File: src/rtl/csr_trap_seq.sv
// csr_trap_seq
// Sequences the CSR side effects of trap entry and MRET onto the csrfile's
// single sequencer write channel. Ordinary commit-stage CSR writes share the
// channel and win while the sequencer is idle. The block finishes each
// sequence with a one-cycle done pulse that carries the fetch redirect PC.
//
// Ports
//   clk, rst                        clock, asynchronous active-low reset
//   commit_req/addr/data            commit-stage CSR write request
//   commit_grant                    commit write forwarded this cycle
//   trap_valid/pc/cause/tval        trap entry request and its CSR values
//   mret_valid                      MRET request
//   req_ready                       trap/mret accepted when valid && ready
//   csrf_all_mstatus/mtvec/mepc_data  current CSR values from csrfile
//   seq_csrf_write_addr/data, seq_csrf_we  write channel to csrfile
//   seq_done, seq_redirect_pc       completion pulse and redirect target
//   seq_busy                        sequencer not idle
//
// Configuration
//   CSR_TRAP_MTVAL_EN  when defined, trap entry also writes mtval (done at
//                      T+5); otherwise mtval is skipped (done at T+4).
module csr_trap_seq #(
  parameter int ADDR_WIDTH = 12,
  parameter int DATA_WIDTH = 32
) (
  input  logic                  clk,
  input  logic                  rst,
  input  logic                  commit_req,
  input  logic [ADDR_WIDTH-1:0] commit_addr,
  input  logic [DATA_WIDTH-1:0] commit_data,
  output logic                  commit_grant,
  input  logic                  trap_valid,
  input  logic [DATA_WIDTH-1:0] trap_pc,
  input  logic [DATA_WIDTH-1:0] trap_cause,
  input  logic [DATA_WIDTH-1:0] trap_tval,
  input  logic                  mret_valid,
  output logic                  req_ready,
  input  logic [DATA_WIDTH-1:0] csrf_all_mstatus_data,
  input  logic [DATA_WIDTH-1:0] csrf_all_mtvec_data,
  input  logic [DATA_WIDTH-1:0] csrf_all_mepc_data,
  output logic [ADDR_WIDTH-1:0] seq_csrf_write_addr,
  output logic [DATA_WIDTH-1:0] seq_csrf_write_data,
  output logic                  seq_csrf_we,
  output logic                  seq_done,
  output logic [DATA_WIDTH-1:0] seq_redirect_pc,
  output logic                  seq_busy
);

  localparam logic [ADDR_WIDTH-1:0] ADDR_MSTATUS = ADDR_WIDTH'(12'h300);
  localparam logic [ADDR_WIDTH-1:0] ADDR_MEPC    = ADDR_WIDTH'(12'h341);
  localparam logic [ADDR_WIDTH-1:0] ADDR_MCAUSE  = ADDR_WIDTH'(12'h342);
  localparam logic [ADDR_WIDTH-1:0] ADDR_MTVAL   = ADDR_WIDTH'(12'h343);
  // Clears the two low bits: PCs and the mtvec base are word aligned.
  localparam logic [DATA_WIDTH-1:0] ALIGN_MASK   = {{(DATA_WIDTH-2){1'b1}}, 2'b00};

  typedef enum logic [2:0] {
    IDLE      = 3'd0,
    W_MEPC    = 3'd1,
    W_MCAUSE  = 3'd2,
    W_MTVAL   = 3'd3,
    W_MSTATUS = 3'd4,
    R_MSTATUS = 3'd5,
    DONE      = 3'd6
  } state_e;

  state_e                  state_r;
  logic [DATA_WIDTH-1:0]   pc_r;
  logic [DATA_WIDTH-1:0]   cause_r;
  logic                    done_r;
  logic [DATA_WIDTH-1:0]   redirect_r;
  logic                    grant_s;
  logic                    ready_s;
  logic                    we_s;
  logic [ADDR_WIDTH-1:0]   addr_s;
  logic [DATA_WIDTH-1:0]   data_s;

`ifdef CSR_TRAP_MTVAL_EN
  logic [DATA_WIDTH-1:0]   tval_r;
`else
  logic                    unused_tval_s;
  assign unused_tval_s = ^trap_tval;
`endif

  // Trap entry: MPIE <= MIE, MIE <= 0, MPP <= M-mode.
  function automatic logic [DATA_WIDTH-1:0] trap_mstatus(input logic [DATA_WIDTH-1:0] ms);
    logic [DATA_WIDTH-1:0] r;
    r        = ms;
    r[7]     = ms[3];
    r[3]     = 1'b0;
    r[12:11] = 2'b11;
    return r;
  endfunction

  // MRET: MIE <= MPIE, MPIE <= 1, MPP <= M-mode.
  function automatic logic [DATA_WIDTH-1:0] mret_mstatus(input logic [DATA_WIDTH-1:0] ms);
    logic [DATA_WIDTH-1:0] r;
    r        = ms;
    r[3]     = ms[7];
    r[7]     = 1'b1;
    r[12:11] = 2'b11;
    return r;
  endfunction

  // Sequencer FSM: request capture, state advance, done pulse and redirect.
  always_ff @(posedge clk or negedge rst) begin
    if (!rst) begin
      state_r    <= IDLE;
      pc_r       <= '0;
      cause_r    <= '0;
`ifdef CSR_TRAP_MTVAL_EN
      tval_r     <= '0;
`endif
      done_r     <= 1'b0;
      redirect_r <= '0;
    end else begin
      done_r <= 1'b0;
      case (state_r)
        IDLE: begin
          // Commit is older in program order, so it blocks acceptance.
          if (!commit_req && trap_valid) begin
            pc_r    <= trap_pc;
            cause_r <= trap_cause;
`ifdef CSR_TRAP_MTVAL_EN
            tval_r  <= trap_tval;
`endif
            state_r <= W_MEPC;
          end else if (!commit_req && mret_valid) begin
            state_r <= R_MSTATUS;
          end else begin
            state_r <= IDLE;
          end
        end
        W_MEPC:   state_r <= W_MCAUSE;
`ifdef CSR_TRAP_MTVAL_EN
        W_MCAUSE: state_r <= W_MTVAL;
`else
        W_MCAUSE: state_r <= W_MSTATUS;
`endif
        W_MTVAL:  state_r <= W_MSTATUS;
        W_MSTATUS: begin
          state_r    <= DONE;
          done_r     <= 1'b1;
          redirect_r <= csrf_all_mtvec_data & ALIGN_MASK;
        end
        R_MSTATUS: begin
          state_r    <= DONE;
          done_r     <= 1'b1;
          redirect_r <= csrf_all_mepc_data & ALIGN_MASK;
        end
        DONE:     state_r <= IDLE;
        default:  state_r <= IDLE;
      endcase
    end
  end

  // Write channel mux: commit pass-through in IDLE, sequencer writes otherwise.
  always_comb begin
    grant_s = 1'b0;
    ready_s = 1'b0;
    we_s    = 1'b0;
    addr_s  = '0;
    data_s  = '0;
    case (state_r)
      IDLE: begin
        if (rst && commit_req) begin
          grant_s = 1'b1;
          we_s    = 1'b1;
          addr_s  = commit_addr;
          data_s  = commit_data;
        end else begin
          ready_s = rst;
        end
      end
      W_MEPC: begin
        we_s   = 1'b1;
        addr_s = ADDR_MEPC;
        data_s = pc_r & ALIGN_MASK;
      end
      W_MCAUSE: begin
        we_s   = 1'b1;
        addr_s = ADDR_MCAUSE;
        data_s = cause_r;
      end
      W_MTVAL: begin
`ifdef CSR_TRAP_MTVAL_EN
        we_s   = 1'b1;
        addr_s = ADDR_MTVAL;
        data_s = tval_r;
`else
        we_s   = 1'b0;
`endif
      end
      // mstatus is taken live: only the sequencer writes it while busy.
      W_MSTATUS: begin
        we_s   = 1'b1;
        addr_s = ADDR_MSTATUS;
        data_s = trap_mstatus(csrf_all_mstatus_data);
      end
      R_MSTATUS: begin
        we_s   = 1'b1;
        addr_s = ADDR_MSTATUS;
        data_s = mret_mstatus(csrf_all_mstatus_data);
      end
      DONE:    we_s = 1'b0;
      default: we_s = 1'b0;
    endcase
  end

  assign commit_grant        = grant_s;
  assign req_ready           = ready_s;
  assign seq_csrf_we         = we_s;
  assign seq_csrf_write_addr = addr_s;
  assign seq_csrf_write_data = data_s;
  assign seq_done            = done_r;
  assign seq_redirect_pc     = redirect_r;
  assign seq_busy            = (state_r != IDLE);

endmodule

File: config.mk
export PLATFORM = sky130hd
export DESIGN_NAME = csr_trap_seq
export DESIGN_NICKNAME = d
export VERILOG_FILES = /design/src/rtl/csr_trap_seq.sv
export SDC_FILE = /design/constraint.sdc
export NUM_CORES = 1
export LEC_CHECK = 0
export ABC_AREA = 1
export CORE_AREA = 3 3 125 127
export DETAILED_ROUTE_END_ITERATION = 16
export DIE_AREA = 0 0 128 130
export DONT_BUFFER_PORTS = 1
export PLACE_DENSITY_LB_ADDON = 0.2
export SYNTH_ARGS = -nofsm -noshare
export SYNTH_HDL_FRONTEND = slang
export SYNTH_SLANG_ARGS = --single-unit
export TNS_END_PERCENT = 20
File: constraint.sdc
create_clock -name clk -period 1.2 [get_ports clk]
set_input_delay 0.12 -clock clk [delete_from_list [all_inputs] [get_ports clk]]
set_output_delay 0.12 -clock clk [all_outputs]
set_load 0.05 [all_outputs]
==> flow_summary_export.csv, run 1 <==
group,metric,value,unit
finish,diodes,0,
yosys,synthArstFlopShare,100.0,%
clocking,numCtsBuffers,9,
detailed_routing,detail_route.wirelength,18880,µm
sta,slew_violations,0,
clocking,cts_sinks,96,
global_route,grt_max_degree,99,
detailed_routing,vias_per_cell,4.921,
outcome,outcome,"finished, violations left",
outcome,violations,"hold timing, setup timing",
clocking,cts_buffer_depth,2,
worst_setup_path,reg2reg_to,"cause_r[23]",
finish,design_area,0.007858,mm²
sta,fin_ws,-0.6579,ns
yosys,synth_seq_cells,96,
global_route,grt_antenna_before_repair,0,
floorplanning,initial_utilization,36.05,%
finish,multi_input_area,0.002884,mm²
floorplanning,die_area,0.01664,mm²
detailed_routing,drc,0,
pwr,p_leak,3.790,nW
sta,rsz0062_at_grt,"yes",
clocking,tritoncts,"built",
finish,area_growth,49.95,%
worst_setup_path,timing.rr.start,"state_r[0]",
clocking,clk-insertion-delay-late,0.34,ns
detailed_routing,ant_nets,0,
place,port_buffers,0,
global_route,grt_overflow,0,
worst_setup_path,start_kind,"flip-flop",
sta,hold_viol,96,
finish,finish.utilization,54.06,%
worst_setup_path,cp_max_fo,5,
finish,seq_area,0.002405,mm²
yosys,yosys_warnings,0,
pwr,ir_worst_vdd,0.001991,V
finish,nets,1122,
worst_setup_path,ff2ff_path_depth,8,
floorplanning,fp.dieH,130,µm
yosys,synth_cells,754,
worst_setup_path,critPathKind,"flip-flop to primary output",
worst_setup_path,rrSetupSlack,-0.43,ns
clocking,clkTransAtPathRegs,0.07,ns
worst_setup_path,startpoint,"state_r[0]",
worst_hold_path,hp-class,"input port to async pin",
global_route,grt_pass1_wl,27570,µm
detailed_routing,via_count,5265,
yosys,yosysSeqAreaShare,45.85,%
global_route,grtUsageTotal,21.07,%
sta,fin_hold_ws,-0.5353,ns
pwr,power_density,2920,mW/mm²
yosys,synth.avg_cell_area,6.950,µm²
yosys,syn_area,0.005240,mm²
worst_setup_path,worstPathCellList,"nor2_4, nand2_4, nor2_4, buf_8, buf_12, nand2_2, nand2_4",
worst_setup_path,cp-end-kind,"primary output",
finish,fillCellCount,1343,
global_route,grt_pass1_vias,5491,
worst_setup_path,cp.required,1.08,ns
sta,period_needed,1.858,ns
clocking,hold_buffers,71,
sta,max_freq,538.2,MHz
clocking,cts_max_level,3,
yosys,synth_ff_type,"dfrtp_1",
place,postPlaceCellArea,0.006319,mm²
sta,post-route-period-util,154.8,%
place,gp_congestion,0.8448,
sta,skew,0.007306,ns
yosys,synth_edf_count,0,
detailed_routing,first_pass_iters,4,
finish,final_layout_size_suffix_gt1_share,24.94,%
yosys,ys_types,19,
worst_setup_path,cp_slowest_cell,"dfrtp_2",
job,drv_cap,0,
floorplanning,rows,44,
floorplanning,die_w,128,µm
clocking,root_buffer,"clkbuf_16",
detailed_routing,drt-initial-drc-count,268,
floorplanning,boundaryPins,322,
worst_setup_path,cp_slowest_stage_delay,0.44,ns
floorplanning,core-area,0.01453,mm²
place,dp_hpwl,12510,µm
worst_setup_path,arrival,1.74,ns
sta,finalSetupViolations,142,
detailed_routing,wire_per_inst,17.64,µm
[critical path: cells and delay by family (launching register included)]
family | cells | cell delay, ns
DFF | 1 | 0.44
and+or+nand+nor | 5 | 0.64
buffers and inverters | 2 | 0.30
[cell families (layout without fill, tap and decap cells)]
logic type             count (synthesis)  after routing  share of synthesized area (%)
and+or+nand+nor                      449            449                          34.65
DFF                                   96             96                          45.85
AOI/OAI and AO/OA                     94             94                          9.217
other                                  1              2                        0.07156
buffers and inverters                114            245                          10.22
[cell usage in the layout (no fill, tap or decap), types with 2 or more instances in the layout]
| cell | count |
|---|---|
| nor2_4 | 13 |
| dfrtp_2 | 2 |
| inv_1 | 58 |
| or2_2 | 5 |
| inv_2 | 5 |
| o21ai_0 | 46 |
| nand2_1 | 235 |
| conb_1 | 2 |
| o21ai_1 | 42 |
| clkinvlp_4 | 2 |
| nand2_8 | 5 |
| nand2_2 | 21 |
| nand3_1 | 56 |
| nand3_2 | 7 |
| o211ai_1 | 5 |
| nand2_4 | 41 |
| buf_6 | 8 |
| dlygate4sd3_1 | 71 |
| clkbuf_16 | 12 |
| buf_12 | 25 |
| buf_4 | 55 |
| nor2_1 | 55 |
| clkinv_2 | 2 |
| nor2_2 | 10 |
| inv_4 | 2 |
| dfrtp_1 | 94 |
[cells in the mapped netlist (5+ instances only)]
cell type | n | share of area (%)
o21ai_0 | 59 | 5.6
buf_6 | 7 | 1.5
buf_2 | 17 | 1.6
clkbuf_1 | 14 | 1.0
inv_1 | 61 | 4.4
o21ai_1 | 30 | 2.9
or2_2 | 5 | 0.60
nand3_1 | 64 | 6.1
nand2_1 | 301 | 22
dfrtp_1 | 96 | 46
buf_4 | 9 | 1.3
nor2_1 | 74 | 5.3
o211ai_1 | 5 | 0.72
[final cells by class]
type                       count  area share [%]
clock inverter                 6          0.5414
multi-input combinational    545           36.70
timing repair buffer         163           22.96
tap                          184           2.930
sequential                    96           30.61
clock buffer                  10           3.041
inverter                      66           3.217
[flip-flops by register name (all words and copies together) (netlist names)]
signal / flops
seq_done: 1
pc_r: 30
cause_r: 32
seq_redirect_pc: 30
state_r: 3
[timing repair]
| item | 4_1_cts | 5_1_grt |
|---|---|---|
| gates cloned | 1 | 5 |
| endpoints found under the setup margin | 140 | 141 |
| pin swaps | 4 | 14 |
| hold endpoints to repair | 165 | 96 |
| setup buffers | 5 | 3 |
| resized for setup | 34 | 83 |
[power breakdown]
group	switching, W	internal (W)
registers	0.000833	0.00481
clock network	0.00126	0.00147
logic	0.00996	0.00462
[per-stage QoR]
stage	worst slack [ns]	power (W)	hold slack, ns	TNS [ns]	cells
after floorplan	-0.2771	0.01553	-0.1756	-13.51	755
after detailed placement	-0.3387	0.01892	-0.1734	-31.65	970
final	-0.6579	0.02294	-0.5353	-56.98	1070
after CTS	-0.6458	0.02236	-0.5529	-47.41	1063
after global placement	-0.3225	0.01870	-0.1727	-26.53	970
after global routing	-0.7472	0.02438	-0.5582	-70.02	1070
[worst max-delay path by stage]
stage                     cells after the start                       to
after CTS                                     7  seq_csrf_write_data[16]
after global routing                          7  seq_csrf_write_data[31]
after floorplan                               7   seq_csrf_write_addr[0]
final                                         7  seq_csrf_write_data[25]
after global placement                        8   seq_csrf_write_addr[8]
after detailed placement                      8   seq_csrf_write_addr[8]
[per-layer routing]
metal	up-vias	GRT usage (%)	wire, µm
li1	2585	-	-
met1	2417	24.98	7656
met2	233	37.43	9527
met3	30	4.585	1320
met4	0	8.115	375
met5	-	0	0
No activity file was read; power rests on OpenSTA's default activity.
==> run 2, diff against run 1 <==
CORE_AREA = 3 3 123 125   (was 3 3 125 127)
DIE_AREA = 0 0 126 128   (was 0 0 128 130)
clock period = 1.8 ns   (was 1.2 ns; I/O delays follow)
==> run 2 against run 1 <==
The run still ends with hold timing, setup timing left. Power is 30% lower. Combinational power is 37% lower. Clock skew is 0.0034 ns lower. Non-clock buffer count is 17 lower. Core utilization is 2.3 points higher. Global-route usage is 0.44 points higher. Cell count is 1.9% lower. Worst setup slack better by 0.50 ns. Sequential share of layout area is 0.11 points lower. Die area is 3.1% lower.
==> flow_summary_export.csv, run 2 (same netlist as run 1, synthesis figures left out) <==
group,metric,value,unit
finish,final_layout_size_suffix_gt1_share,22.44,%
finish,final_common_cell,"nand2_1",
pwr,p_leak,3.783,nW
sta,skew,0.003887,ns
clocking,clk-insertion-delay-late,0.34,ns
global_route,grt_max_degree,99,
sta,period_needed,1.954,ns
floorplanning,core-area,0.01399,mm²
sta,fin_ws,-0.1538,ns
sta,finalSetupViolations,44,
global_route,grtUsageTotal,21.51,%
floorplanning,die_w,126,µm
worst_hold_path,hp-class,"input port to async pin",
finish,final_cell_mix,"nand2_1, dfrtp_1, dlygate4sd3_1, nand3_1, inv_1",
sta,rsz0062_at_grt,"yes",
detailed_routing,drc,0,
place,dp_hpwl,12500,µm
clocking,cts_max_level,3,
worst_setup_path,critPathKind,"flip-flop to primary output",
place,postPlaceCellArea,0.006406,mm²
finish,nets,1105,
clocking,root_buffer,"clkbuf_16",
sta,max_freq,511.8,MHz
worst_setup_path,start_kind,"flip-flop",
detailed_routing,first_pass_iters,5,
finish,regMostFlops,"cause_r",
sta,worstMarginPinSlew,0.5048,ns
place,preCtsSetupSlack,0.1499,ns
sta,slew_violations,0,
floorplanning,initial_utilization,37.46,%
detailed_routing,wire_per_inst,17.74,µm
global_route,grt_antenna_before_repair,1,
finish,design_area,0.007889,mm²
finish,finish.utilization,56.40,%
clocking,numCtsBuffers,9,
detailed_routing,vias_per_cell,5.047,
floorplanning,fp.dieH,128,µm
clocking,hold_buffers,67,
finish,multi_input_area,0.002661,mm²
finish,fillCellCount,1283,
place,port_buffers,0,
floorplanning,boundaryPins,322,
pwr,power_density,2045,mW/mm²
outcome,outcome,"finished, violations left",
floorplanning,die_area,0.01613,mm²
worst_setup_path,cp.required,1.62,ns
detailed_routing,drt-initial-drc-count,279,
place,gp_congestion,0.8505,
global_route,grt_pass1_vias,5302,
clocking,cts_sinks,96,
sta,post-route-period-util,108.5,%
outcome,violations,"hold timing, setup timing",
job,drv_cap,0,
global_route,grt_overflow,0,
detailed_routing,detail_route.wirelength,18630,µm
detailed_routing,ant_nets,0,
sta,fin_hold_ws,-0.4747,ns
detailed_routing,via_count,5299,
worst_setup_path,cp-end-kind,"primary output",
worst_setup_path,cp_max_fo,6,
clocking,clkTransAtPathRegs,0.07,ns
clocking,tritoncts,"built",
floorplanning,rows,43,
global_route,grt_pass1_wl,27600,µm
finish,seq_area,0.002406,mm²
worst_setup_path,arrival,1.77,ns
finish,area_growth,50.55,%
finish,largest_reg_flops,32,
sta,maxSlewHeadroom,66.34,%
clocking,cts_buffer_depth,2,
pwr,ir_worst_vdd,0.001188,V
sta,hold_viol,96,
## run 2: final timing paths
path | start | end | slack, ns | cells past startpoint
min | rst | cause_r[28] | -0.47 | 0
min reg2reg | pc_r[18] | pc_r[18] | 0.50 | 2
max in group asynchronous | rst | state_r[0] | 2.12 | 0
max reg2reg | state_r[2] | cause_r[4] | 0.08 | 8
max | state_r[2] | seq_csrf_write_data[10] | -0.15 | 8
min in group clk | csrf_all_mepc_data[2] | seq_redirect_pc[2] | 0.02 | 2
## run 2: stage by stage
step	setup TNS (ns)	std cells	hold slack [ns]	power, W
2_1_floorplan	0	755	-0.1156	0.009792
3_3_place_gp	0	957	-0.1112	0.01321
3_5_place_dp	0	957	-0.1111	0.01339
4_1_cts	-6.198	1046	-0.4878	0.01585
5_1_grt	-6.289	1050	-0.4928	0.01705
6_report	-3.550	1050	-0.4747	0.01613
## run 2: where the power goes
group / total, W / leakage [nW] / internal (W) / switching [W]
Sequential: 0.00496 / 1.15 / 0.00318 / 0.00178
Combinational: 0.00920 / 2.48 / 0.00377 / 0.00543
Clock: 0.00197 / 0.148 / 0.00115 / 0.000823
Total: 0.0161 / 3.78 / 0.00810 / 0.00804
## run 2: final cells by class
| class | count | area share [%] |
|---|---|---|
| multi-input cells | 545 | 33.74 |
| flip-flops and latches | 96 | 30.50 |
| repair buffers | 146 | 25.84 |
| clock buffers | 11 | 3.204 |
| inverters | 66 | 3.140 |
| well taps | 180 | 2.855 |
| clock inverters | 5 | 0.6979 |
| diodes | 1 | 0.03172 |
## run 2: critical path: stages, from the launching register on
cell and delay (ns):
dfrtp_2 0.44, nor2_4 0.15, nand2_4 0.08, nor2_4 0.14
buf_12 0.16, clkbuf_16 0.19, nand2_4 0.06, nand2_4 0.07
buf_12 0.13
## run 2: layer usage
layer	global-route usage, %	vias up	part of all wire, %
li1	-	2548	-
met1	27.06	2483	41
met2	36.09	237	50
met3	4.667	31	6.8
met4	8.770	0	2.7
met5	0	-	0
## run 2: repair_timing
action,in CTS,in global routing
buffers inserted,4,1
gates cloned,2,4
endpoints found under the hold margin,162,96
setup endpoints to repair,48,86
gates resized for setup,44,72
pin swaps,11,15
